===== src/rtl/sym_pkg.sv =====
// Shared constants for the symbol-sequence transmitter: FSM state encodings
// and the default hold symbol.
package sym_pkg;

  localparam logic [1:0] ST_IDLE = 2'd0;
  localparam logic [1:0] ST_SEND = 2'd1;
  localparam logic [1:0] ST_GAP  = 2'd2;
  localparam logic [1:0] ST_DONE = 2'd3;

  localparam logic [1:0] IDLE_SYM_DEF = 2'b00;

endpackage


===== src/rtl/sym_seq_tx_if.sv =====
// Command and symbol-stream bundle of sym_seq_tx. The "repeat" field is carried
// as repeat_n because repeat is a reserved word in SystemVerilog.
interface sym_seq_tx_if #(
  parameter int NSYM = 8
) ();
  localparam int IDX_W = $clog2(NSYM);

  logic                  start;
  logic                  abort;
  logic [2*NSYM-1:0]     pattern;
  logic [2:0]            gap;
  logic [3:0]            repeat_n;
  logic                  x1;
  logic                  x0;
  logic                  busy;
  logic                  done;
  logic [IDX_W-1:0]      sym_idx;

  modport master (
    output start, abort, pattern, gap, repeat_n,
    input  x1, x0, busy, done, sym_idx
  );

  modport slave (
    input  start, abort, pattern, gap, repeat_n,
    output x1, x0, busy, done, sym_idx
  );
endinterface


===== src/rtl/tx_down_counter.sv =====
// Loadable down-counter with zero flag; decrement stops at zero.
module tx_down_counter #(
  parameter int W = 4
) (
  input  logic         clk,
  input  logic         rst_n,
  input  logic         load,
  input  logic [W-1:0] load_val,
  input  logic         dec,
  output logic         zero
);

  logic [W-1:0] cnt_q;

  always_ff @(posedge clk or negedge rst_n) begin
    if (!rst_n) begin
      cnt_q <= '0;
    end else if (load) begin
      cnt_q <= load_val;
    end else if (dec && (cnt_q != '0)) begin
      cnt_q <= cnt_q - W'(1);
    end
  end

  assign zero = (cnt_q == '0);

endmodule


===== src/rtl/sym_seq_tx.sv =====
// Frame transmitter driving the (x1, x0) symbol stream: sends NSYM captured
// symbols per frame, optional hold gaps between symbols, repeat_n+1 frames.
module sym_seq_tx
  import sym_pkg::*;
#(
  parameter int         NSYM     = 8,
  parameter logic [1:0] IDLE_SYM = IDLE_SYM_DEF
) (
  input  logic          clk,
  input  logic          reset,
  sym_seq_tx_if.slave   bus
);

  localparam int IDX_W = $clog2(NSYM);
  localparam int PAT_W = 2 * NSYM;

  logic [1:0]       state_q, state_d;
  logic [PAT_W-1:0] pat_q;
  logic [2:0]       gap_q;
  logic [1:0]       sym_q, sym_d;
  logic [IDX_W-1:0] idx_q, idx_d, idx_inc;
  logic             busy_q, busy_d;
  logic             done_q, done_d;
  logic             cap, adv, last_idx;
  logic             gap_load, gap_dec, gap_zero;
  logic             frm_load, frm_dec, frm_zero;

  // Non-destructive selection: the captured frame is reused for every repeat.
  function automatic logic [1:0] sym_at(input logic [PAT_W-1:0] p,
                                        input logic [IDX_W-1:0] i);
    return p[{i, 1'b0} +: 2];
  endfunction

  assign idx_inc  = idx_q + IDX_W'(1);
  assign last_idx = (idx_q == IDX_W'(NSYM - 1));

  always_comb begin
    state_d  = state_q;
    sym_d    = sym_q;
    idx_d    = idx_q;
    busy_d   = busy_q;
    done_d   = 1'b0;
    cap      = 1'b0;
    adv      = 1'b0;
    gap_load = 1'b0;
    gap_dec  = 1'b0;
    frm_load = 1'b0;
    frm_dec  = 1'b0;
    case (state_q)
      ST_IDLE: begin
        sym_d  = IDLE_SYM;
        idx_d  = '0;
        busy_d = 1'b0;
        if (bus.start && !bus.abort) begin
          cap      = 1'b1;
          frm_load = 1'b1;
          state_d  = ST_SEND;
          sym_d    = bus.pattern[1:0];
          busy_d   = 1'b1;
        end
      end
      ST_SEND: begin
        if (bus.abort) begin
          state_d = ST_IDLE;
          sym_d   = IDLE_SYM;
          idx_d   = '0;
          busy_d  = 1'b0;
        end else if (last_idx && frm_zero) begin
          state_d = ST_DONE;
          sym_d   = IDLE_SYM;
          idx_d   = '0;
          busy_d  = 1'b0;
          done_d  = 1'b1;
        end else if (gap_q != 3'd0) begin
          // Counter holds gap-1 so its zero flag marks the final gap cycle.
          state_d  = ST_GAP;
          sym_d    = IDLE_SYM;
          gap_load = 1'b1;
        end else begin
          adv = 1'b1;
        end
      end
      ST_GAP: begin
        if (bus.abort) begin
          state_d = ST_IDLE;
          sym_d   = IDLE_SYM;
          idx_d   = '0;
          busy_d  = 1'b0;
        end else if (gap_zero) begin
          adv = 1'b1;
        end else begin
          gap_dec = 1'b1;
        end
      end
      ST_DONE: begin
        state_d = ST_IDLE;
        sym_d   = IDLE_SYM;
        busy_d  = 1'b0;
      end
      default: begin
        state_d = ST_IDLE;
        sym_d   = IDLE_SYM;
        idx_d   = '0;
        busy_d  = 1'b0;
      end
    endcase

    if (adv) begin
      state_d = ST_SEND;
      idx_d   = idx_inc;
      sym_d   = sym_at(pat_q, idx_inc);
      frm_dec = last_idx;
    end
  end

  always_ff @(posedge clk or negedge reset) begin
    if (!reset) begin
      state_q <= ST_IDLE;
      sym_q   <= 2'b00;
      idx_q   <= '0;
      busy_q  <= 1'b0;
      done_q  <= 1'b0;
      gap_q   <= '0;
    end else begin
      state_q <= state_d;
      sym_q   <= sym_d;
      idx_q   <= idx_d;
      busy_q  <= busy_d;
      done_q  <= done_d;
      if (cap) gap_q <= bus.gap;
    end
  end

  always_ff @(posedge clk) begin
    if (cap) pat_q <= bus.pattern;
  end

  tx_down_counter #(.W(3)) u_gap_cnt (
    .clk      (clk),
    .rst_n    (reset),
    .load     (gap_load),
    .load_val (gap_q - 3'd1),
    .dec      (gap_dec),
    .zero     (gap_zero)
  );

  tx_down_counter #(.W(4)) u_frm_cnt (
    .clk      (clk),
    .rst_n    (reset),
    .load     (frm_load),
    .load_val (bus.repeat_n),
    .dec      (frm_dec),
    .zero     (frm_zero)
  );

  assign bus.x1      = sym_q[1];
  assign bus.x0      = sym_q[0];
  assign bus.busy    = busy_q;
  assign bus.done    = done_q;
  assign bus.sym_idx = idx_q;

endmodule


===== src/flat_wrapper.sv =====
// flat-port wrapper written by rule: the top's interface ports become plain ports
module sym_seq_tx_flat import sym_pkg::*;
#(
  parameter int         NSYM     = 8,
  parameter logic [1:0] IDLE_SYM = IDLE_SYM_DEF
)
  (clk, reset, bus_start, bus_abort, bus_pattern, bus_gap, bus_repeat_n, bus_x1, bus_x0, bus_busy, bus_done, bus_sym_idx);
  sym_seq_tx_if #(.NSYM(NSYM)) bus_i ();
  input  logic clk;
  input  logic reset;
  input wire logic [$bits(bus_i.start)-1:0] bus_start;
  input wire logic [$bits(bus_i.abort)-1:0] bus_abort;
  input wire logic [$bits(bus_i.pattern)-1:0] bus_pattern;
  input wire logic [$bits(bus_i.gap)-1:0] bus_gap;
  input wire logic [$bits(bus_i.repeat_n)-1:0] bus_repeat_n;
  output wire logic [$bits(bus_i.x1)-1:0] bus_x1;
  output wire logic [$bits(bus_i.x0)-1:0] bus_x0;
  output wire logic [$bits(bus_i.busy)-1:0] bus_busy;
  output wire logic [$bits(bus_i.done)-1:0] bus_done;
  output wire logic [$bits(bus_i.sym_idx)-1:0] bus_sym_idx;
  assign bus_i.start = bus_start;
  assign bus_i.abort = bus_abort;
  assign bus_i.pattern = bus_pattern;
  assign bus_i.gap = bus_gap;
  assign bus_i.repeat_n = bus_repeat_n;
  assign bus_x1 = bus_i.x1;
  assign bus_x0 = bus_i.x0;
  assign bus_busy = bus_i.busy;
  assign bus_done = bus_i.done;
  assign bus_sym_idx = bus_i.sym_idx;
  sym_seq_tx #(.NSYM(NSYM), .IDLE_SYM(IDLE_SYM)) u_core (.clk(clk), .reset(reset), .bus(bus_i));
endmodule

===== config.mk =====
export PLATFORM = sky130hd
export DESIGN_NAME = sym_seq_tx_flat
export DESIGN_NICKNAME = d
export VERILOG_FILES = /design/src/rtl/sym_pkg.sv /design/src/rtl/sym_seq_tx_if.sv /design/src/rtl/tx_down_counter.sv /design/src/rtl/sym_seq_tx.sv /design/src/flat_wrapper.sv
export SDC_FILE = /design/constraint.sdc
export NUM_CORES = 1
export LEC_CHECK = 0
export ABC_AREA = 1
export ABC_CLOCK_PERIOD_IN_PS = 2800
export CORE_MARGIN = 1.5
export CORE_UTILIZATION = 46
export DETAILED_ROUTE_END_ITERATION = 6
export GPL_TIMING_DRIVEN = 0
export PLACE_DENSITY = 0.72
export SLEW_MARGIN = 20
export SYNTH_ARGS = -nofsm -noshare
export SYNTH_HDL_FRONTEND = slang
export SYNTH_SLANG_ARGS = --single-unit

===== constraint.sdc =====
create_clock -name clk -period 2.8 [get_ports clk]
set_clock_uncertainty 0.15 [all_clocks]
set_input_delay 0.42 -clock clk [delete_from_list [all_inputs] [get_ports clk]]
set_output_delay 0.42 -clock clk [all_outputs]
set_load 0.01 [all_outputs]

==> out/qor.csv <==
stage,metric,value,unit
synth,register area share after synthesis,0.527,
sta,fmax,0.486,GHz
placed_design,Setup Slack @ Placement,0.498,ns
power_and_ir_drop,leak pwr,1.05,nW
critical_path,crit start category,register,
synth,#FFs+latches synth,35,
critical_path,worst path buffer plus inverter count,1,
critical_path,critical path arrival,2.08,ns
grt,met2 usage,0.274,
critical_path,crit path kind,register to register,
critical_path,Worst Path Required,2.82,ns
clock_network,post-CTS resize count,0,
grt,largest net degree at the start of global routing,26,
run,max cap viols,0,
synth,Mapped Avg Cell Area,9.03,µm²
synth,Yosys cell types,26,
sta,Slew Limit Fails,0,
detailed_routing,Initial DRT Pass Iterations,4,
detailed_routing,wire length per cell,11.3,µm
grt,first-pass GRT wire length,5.58,mm
hold_path,Hold WC Path Type,register to register,
clock_network,CTS Buffer Depth,2,
synth,Synth Area in Simple Gates,0.280,
power_and_ir_drop,Max IR drop VDD,0.000392,V
sta,relative slew slack,0.424,
sta,WHS,0.344,ns
cells_and_area,Fillers,335,
clock_network,root buf cell,clkbuf_8,
critical_path,CP max stage delay,0.39,ns
placed_design,hpwl dp,2.37,mm
critical_path,critical path capture point type,register,
cells_and_area,"Design Area, Final",2340,µm²
critical_path,Critical Path Fanout Max,5,
sta,Final WS setup,0.741,ns
die,IO Pins,34,
synth,Synth Area in Compound Gates,0.0675,
grt,vias in the first global route,1314,
detailed_routing,DRT iter0 DRCs,112,
synth,syn nets,237,
sta,minimum clock period,2.06,ns
critical_path,crit path cell chain,"ha_1, ha_1, nand3_2, nand3_1, o21ai_0, inv_1, ha_1, nand3b_1, nand3_1, nand2_1",
sta,TNS Setup,0,ns
sta,RSZ-0062 raised after global routing,no,
grt,gr busiest metal,met2,
sta,final hold violation count,0,
synth,xor and xnor area share after synthesis,0.00965,
synth,largest family of logic cells by synthesized area,simple AND/OR/NAND/NOR gates,
clock_network,cts hold-fix bufs,0,
die,Cell Rows,22,
clock_network,Sink Count,35,
placed_design,Final GP Congestion,0.770,
outcome,status,finished clean,
detailed_routing,via count,1423,
critical_path,Levels on crit path,10,
power_and_ir_drop,pwr/cell area,887,nW/µm²
placed_design,placed inst area,2210,µm²
power_and_ir_drop,Power Total,2.07,mW
grt,gr usage total,0.172,
synth,adder-cell share of the synthesized area,0.0620,
clock_network,CTS H-tree lvls,2,
cells_and_area,multi-input logic area,762,µm²
die,Core Area,3720,µm²
grt,initial antenna violation count,0,
critical_path,"Largest delay share family, worst path",adder cells,
placed_design,PortBufs,33,
grt,Global Route met1 Usage,0.220,
cells_and_area,Reg area,956,µm²
sta,worst slew pin tran,0.862,ns
cells_and_area,Final nets,277,
synth,mux share of post-synthesis cell area,0,
clock_network,"Setup Fix Bufs, Post-CTS",0,
cells_and_area,Synth-to-Final Area Change,28.8,%
synth,cell area after synthesis,1820,µm²
synth,Post-Syn Instances,201,
grt,GR Util met3,0.0528,
cells_and_area,Antenna diodes,0,
critical_path,Reg2Reg Depth,10,
sta,Final Cycle Share,0.735,
die,Initial Util,0.489,
detailed_routing,number of routed nets with antenna violations,0,
critical_path,Worst path slowest cell,dfrtp_1,
die,Chip Width,65.8,µm
cells_and_area,share of layout cells above drive strength 1,0.112,
clock_network,Num CTS Buffers,5,
die,die area,4330,µm²
detailed_routing,DR vias/cell,4.91,
clock_network,TritonCTS clock tree,done,
clock_network,"CTS clk-pin slew, worst paths",0.07,ns
detailed_routing,Routed Wire Length,3.28,mm
hold_path,Hold Crit Depth,2,
grt,GRT overflow,0,
critical_path,"most used cell, CP",ha_1,
die,Die Ht,65.8,µm
synth,Syn. warnings,0,
sta,Setup Viol. Count Final,0,
detailed_routing,DRC,0,
clock_network,worst skew pair latency,0.28,ns
metal layers:
layer	wire [µm]	part of all wire	vias up
li1	-	-	741
met1	1560	0.48	657
met2	1580	0.48	23
met3	105	0.032	2
met4	34	0.010	0
met5	0	0	-
cell usage after synthesis, drive strengths merged:
library cell,n,area share
buf,2,0.010
inv,20,0.041
nand3,20,0.070
o21ai,22,0.061
ha,9,0.062
nand2,62,0.14
edfxtp,16,0.26
a21boi,1,0.0041
nor2,21,0.052
dfrtp,19,0.26
clkbuf,1,0.0021
nor3,2,0.0055
nand3b,1,0.0041
a21oi,1,0.0028
or2,1,0.0034
nand4,1,0.0034
xnor2,2,0.0097
layout make-up:
type	instances	share of cell area
Multi-Input combinational cell	143	0.326
Buffer	3	0.00963
Inverter	20	0.0321
Timing Repair Buffer	33	0.141
Clock inverter	2	0.0257
Sequential cell	35	0.409
Tap cell	48	0.0257
Clock buffer	6	0.0310
tightest hold or removal path: stages, from the launching register on:
cell	delay [ns]
dfrtp_1	0.35
nand2_1	0.05
o21ai_0	0.06
final timing paths:
check                                      startpoint  slack [ns]                   endpoint
worst max-delay path            u_core.bus.sym_idx[0]        0.74  u_core.u_gap_cnt.cnt_q[2]
worst min-delay path                  u_core.bus.busy        0.34            u_core.bus.busy
worst max register to register  u_core.bus.sym_idx[0]        0.74  u_core.u_gap_cnt.cnt_q[2]
worst min register to register        u_core.bus.busy        0.34            u_core.bus.busy
max in group asynchronous                       reset        1.49            u_core.gap_q[0]
min in group asynchronous                       reset        0.48  u_core.u_gap_cnt.cnt_q[2]
logic make-up after synthesis:
kind of cell | Yosys count
buffers and inverters | 23
and+or+nand+nor | 108
xor gates and xnor gates | 2
adders and majority gates | 9
DFF | 35
AOI/OAI and AO/OA | 24
registers in the layout, summed over array words and instances, names as in the netlist:
signal and cells:
u_core.bus.done 1, u_core.bus.sym_idx 3, u_core.pat_q 16, u_core.sym_q 2
u_core.u_frm_cnt.cnt_q 4, u_core.u_gap_cnt.cnt_q 3, u_core.bus.busy 1, u_core.state_q 2
u_core.gap_q 3
power breakdown:
group          internal [mW]  leakage (nW)  switching [mW]
registers              0.679         0.393          0.0891
logic                  0.322         0.588           0.459
clock network          0.356        0.0654           0.169
total                   1.36          1.05           0.717
cell usage in the layout (no fill, tap or decap), drive strengths merged:
cell type / Yosys / final
nor3: 2 / 2
clkdlybuf4s50: 0 / 33
nand4: 1 / 1
clkbuf: 1 / 7
edfxtp: 16 / 16
a21oi: 1 / 1
inv: 20 / 20
nand3b: 1 / 1
or2: 1 / 1
dfrtp: 19 / 19
nand3: 20 / 20
a21boi: 1 / 1
o21ai: 22 / 22
ha: 9 / 9
nor2: 21 / 21
buf: 2 / 2
nand2: 62 / 62
xnor2: 2 / 2
bufinv: 0 / 2
metrics by stage:
| step | cells | util |
|---|---|---|
| after global placement | 282 | 0.594 |
| after detailed placement | 282 | 0.594 |
| final | 290 | 0.629 |
| after CTS | 290 | 0.629 |
| after floorplan | 201 | - |
| after global routing | 290 | 0.629 |
No activity file was read; power rests on OpenSTA's default activity.
